### config.mk
export PLATFORM = sky130hd
export DESIGN_NAME = blackjack_display_writer_flat
export DESIGN_NICKNAME = d
export VERILOG_FILES = /design/src/rtl/blackjack_display_writer_if.sv /design/src/rtl/blackjack_display_writer.sv /design/src/flat_wrapper.sv
export SDC_FILE = /design/constraint.sdc
export NUM_CORES = 1
export LEC_CHECK = 0
export CORE_MARGIN = 3
export CORE_UTILIZATION = 55
export CTS_CLUSTER_SIZE = 16
export DETAILED_ROUTE_END_ITERATION = 16
export GPL_ROUTABILITY_DRIVEN = 0
export PLACE_DENSITY_LB_ADDON = 0.25
export SLEW_MARGIN = 20
export SYNTH_ARGS = -nofsm -noshare
export SYNTH_HDL_FRONTEND = slang
export SYNTH_SLANG_ARGS = --single-unit
### constraint.sdc
create_clock -name clock_100Mhz -period 3.05 [get_ports clock_100Mhz]
set_input_delay 0.4575 -clock clock_100Mhz [delete_from_list [all_inputs] [get_ports clock_100Mhz]]
set_output_delay 0.4575 -clock clock_100Mhz [all_outputs]
set_load 0.005 [all_outputs]
### src/rtl/blackjack_display_writer_if.sv
`default_nettype none
// ============================================================================
// Module      : blackjack_display_writer_if
// Description : Request and glyph-buffer write port bundle for the blackjack
//               display writer. The master modport is the writer itself: it
//               takes requests and drives the glyph-buffer write port. The
//               slave modport is the requesting logic / glyph buffer side.
// Revision    : 1.0 - initial release
// ============================================================================
interface blackjack_display_writer_if #(
    parameter int TOTAL_W = 5,
    parameter int GLYPH_W = 5
);
    logic               req;
    logic [2:0]         msg_sel;
    logic [TOTAL_W-1:0] player_total;
    logic [TOTAL_W-1:0] dealer_total;
    logic               busy;
    logic               done;
    logic               wr_en;
    logic [2:0]         wr_addr;
    logic [GLYPH_W-1:0] wr_data;

    modport master (
        input  req, msg_sel, player_total, dealer_total,
        output busy, done, wr_en, wr_addr, wr_data
    );

    modport slave (
        output req, msg_sel, player_total, dealer_total,
        input  busy, done, wr_en, wr_addr, wr_data
    );
endinterface
`default_nettype wire

### src/rtl/blackjack_display_writer.sv
`default_nettype none
// ============================================================================
// Module      : blackjack_display_writer
// Description : Turns a display request (message select + hand totals) into
//               eight glyph codes and writes them one slot per cycle into the
//               8-digit display's glyph buffer. Totals are split into tens and
//               units with a fixed three-step subtract-10 loop.
// Revision    : 1.0 - initial release
// ============================================================================
module blackjack_display_writer #(
    parameter int TOTAL_W    = 5,
    parameter int GLYPH_W    = 5,
    parameter int BLANK_CODE = 20
) (
    input  wire logic                     clock_100Mhz,
    input  wire logic                     reset,
    blackjack_display_writer_if.master    disp
);

    typedef enum logic [1:0] {
        ST_IDLE  = 2'd0,
        ST_CONV  = 2'd1,
        ST_WRITE = 2'd2,
        ST_DONE  = 2'd3
    } state_t;

    localparam logic [GLYPH_W-1:0] c_blank = GLYPH_W'(BLANK_CODE);
    localparam logic [GLYPH_W-1:0] c_r     = GLYPH_W'(10);
    localparam logic [GLYPH_W-1:0] c_e     = GLYPH_W'(11);
    localparam logic [GLYPH_W-1:0] c_a     = GLYPH_W'(12);
    localparam logic [GLYPH_W-1:0] c_d     = GLYPH_W'(13);
    localparam logic [GLYPH_W-1:0] c_y     = GLYPH_W'(14);
    localparam logic [GLYPH_W-1:0] c_u     = GLYPH_W'(15);
    localparam logic [GLYPH_W-1:0] c_l     = GLYPH_W'(16);
    localparam logic [GLYPH_W-1:0] c_w     = GLYPH_W'(17);
    localparam logic [GLYPH_W-1:0] c_n     = GLYPH_W'(18);
    localparam logic [GLYPH_W-1:0] c_t     = GLYPH_W'(19);
    localparam logic [GLYPH_W-1:0] c_qm    = GLYPH_W'(21);

    state_t             state_q,    state_d;
    logic [1:0]         conv_cnt_q, conv_cnt_d;
    logic [2:0]         msg_q,      msg_d;
    logic [TOTAL_W-1:0] p_rem_q,    p_rem_d;
    logic [TOTAL_W-1:0] d_rem_q,    d_rem_d;
    // Totals top out at 31, so the tens digit never exceeds 3.
    logic [1:0]         p_tens_q,   p_tens_d;
    logic [1:0]         d_tens_q,   d_tens_d;
    logic               busy_q,     busy_d;
    logic               done_q,     done_d;
    logic               wr_en_q,    wr_en_d;
    logic [2:0]         wr_addr_q,  wr_addr_d;
    logic [GLYPH_W-1:0] wr_data_q,  wr_data_d;

    logic               w_p_ge10, w_d_ge10;
    logic [TOTAL_W-1:0] w_p_rem_step, w_d_rem_step;
    logic [1:0]         w_p_tens_step, w_d_tens_step;

    // Glyph for one slot of the selected message; SCORE blanks a zero tens digit.
    function automatic logic [GLYPH_W-1:0] glyph_for(
        input logic [2:0] msg,
        input logic [2:0] slot,
        input logic [1:0] p_tens,
        input logic [3:0] p_units,
        input logic [1:0] d_tens,
        input logic [3:0] d_units
    );
        logic [GLYPH_W-1:0] g;
        g = c_blank;
        case (msg)
            3'd0: case (slot)                       // b b R E A D Y ?
                3'd2: g = c_r;
                3'd3: g = c_e;
                3'd4: g = c_a;
                3'd5: g = c_d;
                3'd6: g = c_y;
                3'd7: g = c_qm;
                default: g = c_blank;
            endcase
            3'd1: case (slot)                       // Pt Pu b b b b Dt Du
                3'd0: g = (p_tens == 2'd0) ? c_blank : GLYPH_W'(p_tens);
                3'd1: g = GLYPH_W'(p_units);
                3'd6: g = (d_tens == 2'd0) ? c_blank : GLYPH_W'(d_tens);
                3'd7: g = GLYPH_W'(d_units);
                default: g = c_blank;
            endcase
            3'd2: case (slot)                       // b b b b b W 1 N
                3'd5: g = c_w;
                3'd6: g = GLYPH_W'(1);
                3'd7: g = c_n;
                default: g = c_blank;
            endcase
            3'd3: case (slot)                       // b b b b L 0 5 E
                3'd4: g = c_l;
                3'd5: g = GLYPH_W'(0);
                3'd6: g = GLYPH_W'(5);
                3'd7: g = c_e;
                default: g = c_blank;
            endcase
            3'd4: case (slot)                       // b b b b 8 U 5 T
                3'd4: g = GLYPH_W'(8);
                3'd5: g = c_u;
                3'd6: g = GLYPH_W'(5);
                3'd7: g = c_t;
                default: g = c_blank;
            endcase
            3'd5: case (slot)                       // b b b b b T 1 E
                3'd5: g = c_t;
                3'd6: g = GLYPH_W'(1);
                3'd7: g = c_e;
                default: g = c_blank;
            endcase
            default: g = c_blank;
        endcase
        return g;
    endfunction

    // One subtract-10 step for each total, used on every CONV edge.
    always_comb begin
        w_p_ge10      = (p_rem_q >= TOTAL_W'(10));
        w_d_ge10      = (d_rem_q >= TOTAL_W'(10));
        w_p_rem_step  = w_p_ge10 ? (p_rem_q - TOTAL_W'(10)) : p_rem_q;
        w_d_rem_step  = w_d_ge10 ? (d_rem_q - TOTAL_W'(10)) : d_rem_q;
        w_p_tens_step = p_tens_q + {1'b0, w_p_ge10};
        w_d_tens_step = d_tens_q + {1'b0, w_d_ge10};
    end

    // Next-state and registered-output logic for the request sequencer.
    always_comb begin
        state_d    = state_q;
        conv_cnt_d = conv_cnt_q;
        msg_d      = msg_q;
        p_rem_d    = p_rem_q;
        d_rem_d    = d_rem_q;
        p_tens_d   = p_tens_q;
        d_tens_d   = d_tens_q;
        busy_d     = busy_q;
        done_d     = 1'b0;
        wr_en_d    = 1'b0;
        wr_addr_d  = wr_addr_q;
        wr_data_d  = c_blank;

        case (state_q)
            // DONE accepts a new request on its exit edge, so a requester can
            // start the next message without an extra idle cycle.
            ST_IDLE, ST_DONE: begin
                state_d = ST_IDLE;
                busy_d  = 1'b0;
                if (disp.req) begin
                    state_d    = ST_CONV;
                    busy_d     = 1'b1;
                    conv_cnt_d = 2'd0;
                    msg_d      = disp.msg_sel;
                    p_rem_d    = disp.player_total;
                    d_rem_d    = disp.dealer_total;
                    p_tens_d   = 2'd0;
                    d_tens_d   = 2'd0;
                end
            end
            ST_CONV: begin
                p_rem_d    = w_p_rem_step;
                d_rem_d    = w_d_rem_step;
                p_tens_d   = w_p_tens_step;
                d_tens_d   = w_d_tens_step;
                conv_cnt_d = conv_cnt_q + 2'd1;
                if (conv_cnt_q == 2'd2) begin
                    // Last step: slot 0 goes out using the final digits.
                    state_d   = ST_WRITE;
                    wr_en_d   = 1'b1;
                    wr_addr_d = 3'd0;
                    wr_data_d = glyph_for(msg_q, 3'd0, w_p_tens_step, w_p_rem_step[3:0],
                                          w_d_tens_step, w_d_rem_step[3:0]);
                end
            end
            ST_WRITE: begin
                if (wr_addr_q == 3'd7) begin
                    state_d   = ST_DONE;
                    done_d    = 1'b1;
                    wr_addr_d = 3'd0;
                end else begin
                    wr_en_d   = 1'b1;
                    wr_addr_d = wr_addr_q + 3'd1;
                    wr_data_d = glyph_for(msg_q, wr_addr_q + 3'd1, p_tens_q, p_rem_q[3:0],
                                          d_tens_q, d_rem_q[3:0]);
                end
            end
            default: state_d = ST_IDLE;
        endcase
    end

    // State and output registers; reset aborts any request in flight.
    always_ff @(posedge clock_100Mhz or posedge reset) begin
        if (reset) begin
            state_q    <= ST_IDLE;
            conv_cnt_q <= 2'd0;
            msg_q      <= 3'd0;
            p_rem_q    <= '0;
            d_rem_q    <= '0;
            p_tens_q   <= 2'd0;
            d_tens_q   <= 2'd0;
            busy_q     <= 1'b0;
            done_q     <= 1'b0;
            wr_en_q    <= 1'b0;
            wr_addr_q  <= 3'd0;
            wr_data_q  <= c_blank;
        end else begin
            state_q    <= state_d;
            conv_cnt_q <= conv_cnt_d;
            msg_q      <= msg_d;
            p_rem_q    <= p_rem_d;
            d_rem_q    <= d_rem_d;
            p_tens_q   <= p_tens_d;
            d_tens_q   <= d_tens_d;
            busy_q     <= busy_d;
            done_q     <= done_d;
            wr_en_q    <= wr_en_d;
            wr_addr_q  <= wr_addr_d;
            wr_data_q  <= wr_data_d;
        end
    end

    assign disp.busy    = busy_q;
    assign disp.done    = done_q;
    assign disp.wr_en   = wr_en_q;
    assign disp.wr_addr = wr_addr_q;
    assign disp.wr_data = wr_data_q;

endmodule
`default_nettype wire

### src/flat_wrapper.sv
// flat-port wrapper written by rule: the top's interface ports become plain ports
module blackjack_display_writer_flat 
#(
    parameter int TOTAL_W    = 5,
    parameter int GLYPH_W    = 5,
    parameter int BLANK_CODE = 20
)
  (clock_100Mhz, reset, disp_req, disp_msg_sel, disp_player_total, disp_dealer_total, disp_busy, disp_done, disp_wr_en, disp_wr_addr, disp_wr_data);
  blackjack_display_writer_if #(.TOTAL_W(TOTAL_W), .GLYPH_W(GLYPH_W)) disp_i ();
  input  wire logic clock_100Mhz;
  input  wire logic reset;
  input wire logic [$bits(disp_i.req)-1:0] disp_req;
  input wire logic [$bits(disp_i.msg_sel)-1:0] disp_msg_sel;
  input wire logic [$bits(disp_i.player_total)-1:0] disp_player_total;
  input wire logic [$bits(disp_i.dealer_total)-1:0] disp_dealer_total;
  output wire logic [$bits(disp_i.busy)-1:0] disp_busy;
  output wire logic [$bits(disp_i.done)-1:0] disp_done;
  output wire logic [$bits(disp_i.wr_en)-1:0] disp_wr_en;
  output wire logic [$bits(disp_i.wr_addr)-1:0] disp_wr_addr;
  output wire logic [$bits(disp_i.wr_data)-1:0] disp_wr_data;
  assign disp_i.req = disp_req;
  assign disp_i.msg_sel = disp_msg_sel;
  assign disp_i.player_total = disp_player_total;
  assign disp_i.dealer_total = disp_dealer_total;
  assign disp_busy = disp_i.busy;
  assign disp_done = disp_i.done;
  assign disp_wr_en = disp_i.wr_en;
  assign disp_wr_addr = disp_i.wr_addr;
  assign disp_wr_data = disp_i.wr_data;
  blackjack_display_writer #(.TOTAL_W(TOTAL_W), .GLYPH_W(GLYPH_W), .BLANK_CODE(BLANK_CODE)) u_core (.clock_100Mhz(clock_100Mhz), .reset(reset), .disp(disp_i));
endmodule
After elaboration in Yosys (flattened, before gate mapping) --
Index checks and enable logic that the tools add are counted.
Operators by class: reductions and logical operators 15, magnitude comparators 2, add/sub/neg operators 6, eq/ne operators 22, multiplexer cells 37
Operator list (count):
- case mux 5 bit (4 select lines) | 3
- case mux 5 bit (6 select lines) | 2
- 2-to-1 mux 5 bit | 10
- case mux 5 bit (2 select lines) | 3
- case mux 5 bit (3 select lines) | 2
- == test 3 bit (second input constant) | 7
- == test 3 x 2 -> 1 bit (second input constant) | 4
- case mux 2 bit (2 select lines) | 3
- greater-or-equal comparator 5 x 4 -> 1 bit (second input constant) | 2
- subtractor 5 x 4 -> 5 bit (second input constant) | 2
- zero test 2 bit | 4
- != test 2 x 1 -> 1 bit (second input constant) | 4
- AND reduction 2 bit | 4
- == test 2 bit (second input constant) | 3
- == test 3 x 1 -> 1 bit (second input constant) | 2
- zero test 3 bit | 2
- 2-to-1 mux 1 bit | 6
- 2-to-1 mux 2 bit | 3
- 2-to-1 mux 3 bit | 2
- case mux 2 bit (3 select lines) | 1
- case mux 3 bit (2 select lines) | 1
- AND reduction 3 bit | 2
- adder 2 x 1 -> 2 bit | 2
- nonzero test 2 bit | 2
- 6 further kinds | 6
Storage, ports and cells: output and inout port bits 11, flip-flop bits (word level) 32, input port bits 16, word-level logic and storage cells 94

Logic depth before layout (Yosys ltp) --
word-level depth 7, mapped depth 9, depth with buffers taken out 9

Worst setup path before layout --
Ideal clock, no wire load.
path kind flip-flop to flip-flop, start register u_core.wr_addr_q[0] (netlist: u_core.disp.wr_addr[0]), end register u_core.wr_data_q[4] (netlist: u_core.disp.wr_data[4]), library setup time 0.086 ns, required time 2.964 ns, buffers on the path 0, cell stages (with the launch flop) 8, arrival 2.129 ns, slack 0.835 ns, period minus slack after synthesis 2.215 ns, cells stage by stage dfrtp_1 ha_1 ha_1 nor3b_1 or4_1 a221oi_2 nor3b_2 o21ai_1
Between the ends: cells in the longest elaborated chain, start to end 6, elaborated cells on any way between the ends 19
Ends and longest elaborated chain:
- start: declaration | line blackjack_display_writer.sv:51 | logic [2:0] wr_addr_q, wr_addr_d;
- start signal: assignment | line blackjack_display_writer.sv:216 | wr_addr_q <= wr_addr_d;
- adder 3 x 1 -> 3 bit | line blackjack_display_writer.sv:182 | wr_data_d = glyph_for(msg_q, wr_addr_q + 3'd1, p_tens_q, p_rem_q[3:0],
- == test 3 bit, or another cell as far along
- case mux 5 bit (6 select lines), or another cell as far along | line blackjack_display_writer.sv:70 | 3'd0: case (slot)
- case mux 5 bit (6 select lines) | line blackjack_display_writer.sv:69 | case (msg)
- 2-to-1 mux 5 bit (*) | line blackjack_display_writer.sv:175 | if (wr_addr_q == 3'd7) begin
- case mux 5 bit (2 select lines) (*) | line blackjack_display_writer.sv:142 | case (state_q)
- net u_core.wr_data_d[4] | line blackjack_display_writer.sv:52 | logic [GLYPH_W-1:0] wr_data_q, wr_data_d;
- end signal: assignment | line blackjack_display_writer.sv:204 | wr_data_q <= c_blank;
- end signal: assignment | line blackjack_display_writer.sv:217 | wr_data_q <= wr_data_d;
- end: declaration | line blackjack_display_writer.sv:52
The timed path passes the listed nets; every way through them passes the cells marked *. A chain may end at the register's enable or synchronous reset.

Worst setup path after layout --
Same ends and word-level chain as after synthesis.

==> metrics.md <==
| Metric | Value |
|---|---|
| Outcome | completed |
| Total number of vias | 1917 |
| Final-report hold violation count | 0 |
| Max Cap Viol | 0 |
| Total power density per cell area | 1120 nW/um^2 |
| Max stage delay on crit path | 0.49 ns |
| Detailed Route WL | 4.85 mm |
| Via count of the first global-routing pass | 1648 |
| Root Buffer Master | sky130_fd_sc_hd__clkbuf_8 |
| Post-synth ARST share | 1.00 |
| Sum of net half-perimeters after detailed placement | 3.42 mm |
| Area added between synthesis and finish | 19.2% |
| Final ANT Viol Nets | 0 |
| Hold Buf Count CTS | 0 |
| Synthesized area | 2140 um^2 |
| Antenna violations before repair | 0 |
| Yosys warns | 0 |
| Remaining max-slew budget at the tightest pin | 0.551 |
| Clock Sinks | 32 |
| Pin count of the biggest net entering global routing | 33 |
| Die outline height | 68.3 um |
| Portion of the clock cycle consumed by the worst path in the final layout | 0.844 |
| Measured slew at the worst slew-check pin | 0.673 ns |
| Worst Path Max Fanout | 13 |
| Post-CTS Setup Repair Bufs | 0 |
| Worst Reg2Reg Path Length in Cells | 7 |
| Critical path launch point type | flip-flop |
| FMAX | 0.388 GHz |
| Distinct cell type count of the synthesized netlist | 56 |
| CTS max path bufs | 2 |
| Min Clock Period, post-route | 2.58 ns |
| Drc violations | 0 |
| Overall track demand over capacity in global routing | 0.228 |
| Ratio of cells with drive above 1 in the final layout | 0.104 |
| Final sum of negative setup slack | 0 ns |
| Clock latency of the later-clocked register in the worst-skew pair | 0.28 ns |
| Standard cell area after detailed placement | 2410 um^2 |
| Number of iterations in the first detailed-routing pass | 4 |
| Most frequent cell on the critical path | sky130_fd_sc_hd__ha_1 |
| LEAKAGE | 1.10 nW |
| Number of buffers created by CTS | 5 |
| Total Nets Final | 288 |
| Power Internal | 1.59 mW |
| Data required time at the worst endpoint | 3.25 ns |
| Max VDD drop | 0.000886 V |
| Violation count after the first detailed-route iteration | 259 |
| First-pass GRT wire length | 7.87 mm |
| WP data arrival | 2.78 ns |
| Die area | 4670 um^2 |
| Proportion of power drawn by the clock network | 0.158 |
| Post-CTS resize count | 0 |
| Synthesized netlist cell count | 238 |
| Synth Area per Inst | 8.97 um^2 |
| EDFF count, synth | 0 |
| CP Class | reg -> reg |
| H-Tree Depth | 2 |
| Initial Util | 0.579 |
| Core area | 3690 um^2 |
| Count of antenna diodes in the layout | 0 |
| Predominant post-synthesis flop cell | sky130_fd_sc_hd__dfrtp_1 |
| Sw Ratio | 0.441 |
| Synthesized flop and latch total | 32 |
| Summed area of non-filler cells in the final layout | 2540 um^2 |
| Post-DR vias/cell | 6.22 |
| Endpoint type of the worst setup path | flip-flop |
| Number of placement rows | 22 |
| Synthesized Nets | 267 |
| Number of fillers in the final layout | 306 |
| Clock slew seen by the registers of the worst setup and hold paths | 0.07 ns |
| Top-level I/O count | 27 |
| Combinational power share | 0.549 |
| Sequential share of power | 0.293 |
| Port Buffers | 26 |
| Pins over their slew limit | 0 |
| Setup-failing EPs final | 0 |
| Unrepaired setup endpoints after global routing | no |
| Cell count of the worst hold path | 2 |
| Horizontal extent of the die | 68.3 um |
| Worst hold path class | reg -> reg |
| TritonCTS clock tree | built |
| Routed len/inst | 15.7 um |
| Switching power of the nets | 1.25 mW |
| Critical path's slowest cell | sky130_fd_sc_hd__ha_1 |
| Worst Skew | 0.00599 ns |
| Gr ovfl total | 0 |
| Worst-path cell chain | ha_1 -> ha_1 -> buf_4 -> or3b_2 -> o311a_1 -> nor3b_2 -> o21ai_1 |
| Share of synthesized area occupied by flip-flops and latches | 0.376 |
[power groups by stage]
stage | sequential (mW) | combinational, mW | clock, mW
2_1_floorplan | 0.732 | 1.23 | 0
5_1_grt | 0.862 | 1.74 | 0.468
4_1_cts | 0.826 | 1.55 | 0.458
3_5_place_dp | 0.834 | 1.54 | 0
6_report | 0.831 | 1.56 | 0.450
3_3_place_gp | 0.827 | 1.51 | 0
[synthesized netlist by cell type (2+ instances only)]
cell,number,area share
sky130_fd_sc_hd__a21oi_1,10,0.023
sky130_fd_sc_hd__or3b_1,2,0.0082
sky130_fd_sc_hd__mux2i_1,2,0.0094
sky130_fd_sc_hd__buf_2,3,0.0070
sky130_fd_sc_hd__nor3b_1,3,0.011
sky130_fd_sc_hd__nand2b_1,6,0.018
sky130_fd_sc_hd__a32o_1,3,0.014
sky130_fd_sc_hd__a21o_1,3,0.011
sky130_fd_sc_hd__mux2_2,5,0.026
sky130_fd_sc_hd__clkbuf_1,11,0.019
sky130_fd_sc_hd__nand2_1,20,0.035
sky130_fd_sc_hd__a31o_2,2,0.0082
sky130_fd_sc_hd__or3_1,2,0.0059
sky130_fd_sc_hd__o21ai_0,14,0.033
sky130_fd_sc_hd__ha_1,13,0.076
sky130_fd_sc_hd__o31ai_1,3,0.011
sky130_fd_sc_hd__inv_1,16,0.028
sky130_fd_sc_hd__nor3_1,11,0.026
sky130_fd_sc_hd__dfrtp_1,30,0.35
sky130_fd_sc_hd__a22o_1,2,0.0082
sky130_fd_sc_hd__o21ai_1,4,0.0094
sky130_fd_sc_hd__nand3_1,8,0.019
sky130_fd_sc_hd__o21a_1,3,0.011
sky130_fd_sc_hd__a221oi_1,2,0.0082
sky130_fd_sc_hd__o22a_1,4,0.016
sky130_fd_sc_hd__nor2b_1,3,0.0088
sky130_fd_sc_hd__a31oi_1,5,0.015
sky130_fd_sc_hd__o22ai_1,3,0.0088
sky130_fd_sc_hd__dfstp_2,2,0.025
sky130_fd_sc_hd__buf_4,3,0.011
sky130_fd_sc_hd__nor2_1,10,0.018
sky130_fd_sc_hd__a22oi_1,4,0.014
sky130_fd_sc_hd__a32oi_1,2,0.0082
sky130_fd_sc_hd__and3_1,2,0.0059
[metal layers]
metal  GRT usage  up-vias  wire (um)
li1            -      923          -
met1       0.323      917       2170
met2       0.338       69       2310
met3      0.0608        8        288
met4      0.0695        0         85
met5           0        -          0
[worst max-delay path: cells and delay by family (launching register included)]
kind,cells,cell delay [ns]
compound gates,2,0.40
buf+inv,1,0.24
flops,1,0.46
simple gates,2,0.66
fa+ha+maj,2,0.72
[state kept, by name (all words and copies together), names as in the netlist, 2 cells and up]
| register | cells |
|---|---|
| u_core.p_rem_q | 5 |
| u_core.disp.wr_data | 5 |
| u_core.disp.wr_addr | 3 |
| u_core.msg_q | 3 |
| u_core.d_rem_q | 5 |
| u_core.conv_cnt_q | 2 |
| u_core.d_tens_q | 2 |
| u_core.p_tens_q | 2 |
| u_core.state_q | 2 |
[layout by cell type (no fill, tap or decap), types with 3 or more instances in the layout]
master / count
sky130_fd_sc_hd__mux2_2: 5
sky130_fd_sc_hd__a21o_1: 3
sky130_fd_sc_hd__buf_4: 5
sky130_fd_sc_hd__clkdlybuf4s50_1: 26
sky130_fd_sc_hd__inv_1: 16
sky130_fd_sc_hd__clkbuf_8: 7
sky130_fd_sc_hd__o22a_1: 4
sky130_fd_sc_hd__nand3_1: 8
sky130_fd_sc_hd__a31oi_1: 5
sky130_fd_sc_hd__nor2b_1: 3
sky130_fd_sc_hd__o31ai_1: 3
sky130_fd_sc_hd__a22oi_1: 4
sky130_fd_sc_hd__a32o_1: 3
sky130_fd_sc_hd__nor3b_1: 3
sky130_fd_sc_hd__nand2b_1: 6
sky130_fd_sc_hd__a21oi_1: 10
sky130_fd_sc_hd__o21ai_1: 3
sky130_fd_sc_hd__nor2_1: 10
sky130_fd_sc_hd__nand2_1: 20
sky130_fd_sc_hd__o22ai_1: 3
sky130_fd_sc_hd__dfrtp_1: 30
sky130_fd_sc_hd__nor3_1: 11
sky130_fd_sc_hd__ha_1: 13
sky130_fd_sc_hd__o21a_1: 3
sky130_fd_sc_hd__o21ai_0: 14
[area by class of cell]
cell class / instances / area, um^2 / share of cell area
tap: 48 / 60.1 / 0.0236
sequential: 32 / 803 / 0.316
timing repair buffer: 31 / 298 / 0.117
clock inverter: 1 / 30.0 / 0.0118
multi-input combinational: 173 / 1200 / 0.471
inverter: 16 / 60.1 / 0.0236
clock buffer: 7 / 96.3 / 0.0379
[cells by family after synthesis]
family | synth area share
AOI/OAI and AO/OA | 0.257
and+or+nand+nor | 0.186
buffers and inverters | 0.0650
DFF | 0.376
adders and majority gates | 0.0762
muxes | 0.0357
xor gates and xnor gates | 0.00410
[path summary, 6_finish.rpt]
| check | from | to | slack (ns) |
|---|---|---|---|
| worst max-delay path | u_core.disp.wr_addr[0] | u_core.disp.wr_data[4] | 0.47 |
| worst min-delay path | u_core.conv_cnt_q[1] | u_core.conv_cnt_q[1] | 0.50 |
| worst max register to register | u_core.disp.wr_addr[0] | u_core.disp.wr_data[4] | 0.47 |
| worst min register to register | u_core.conv_cnt_q[1] | u_core.conv_cnt_q[1] | 0.50 |
| max in group asynchronous | reset | u_core.disp.wr_data[2] | 2.17 |
| min in group asynchronous | reset | u_core.disp.wr_addr[0] | 0.55 |
[through the flow]
step	std cells	util	setup slack [ns]	power (mW)	hold WS [ns]
finish	308	0.690	0.475	2.84	0.500
global route	308	0.690	0.403	3.07	0.514
floorplan	238	-	0.835	1.97	0.453
global placement	300	0.655	0.592	2.34	0.466
CTS	308	0.689	0.494	2.83	0.492
detailed placement	300	0.655	0.526	2.37	0.477
Note: power is estimated with default switching activity, not from simulation.
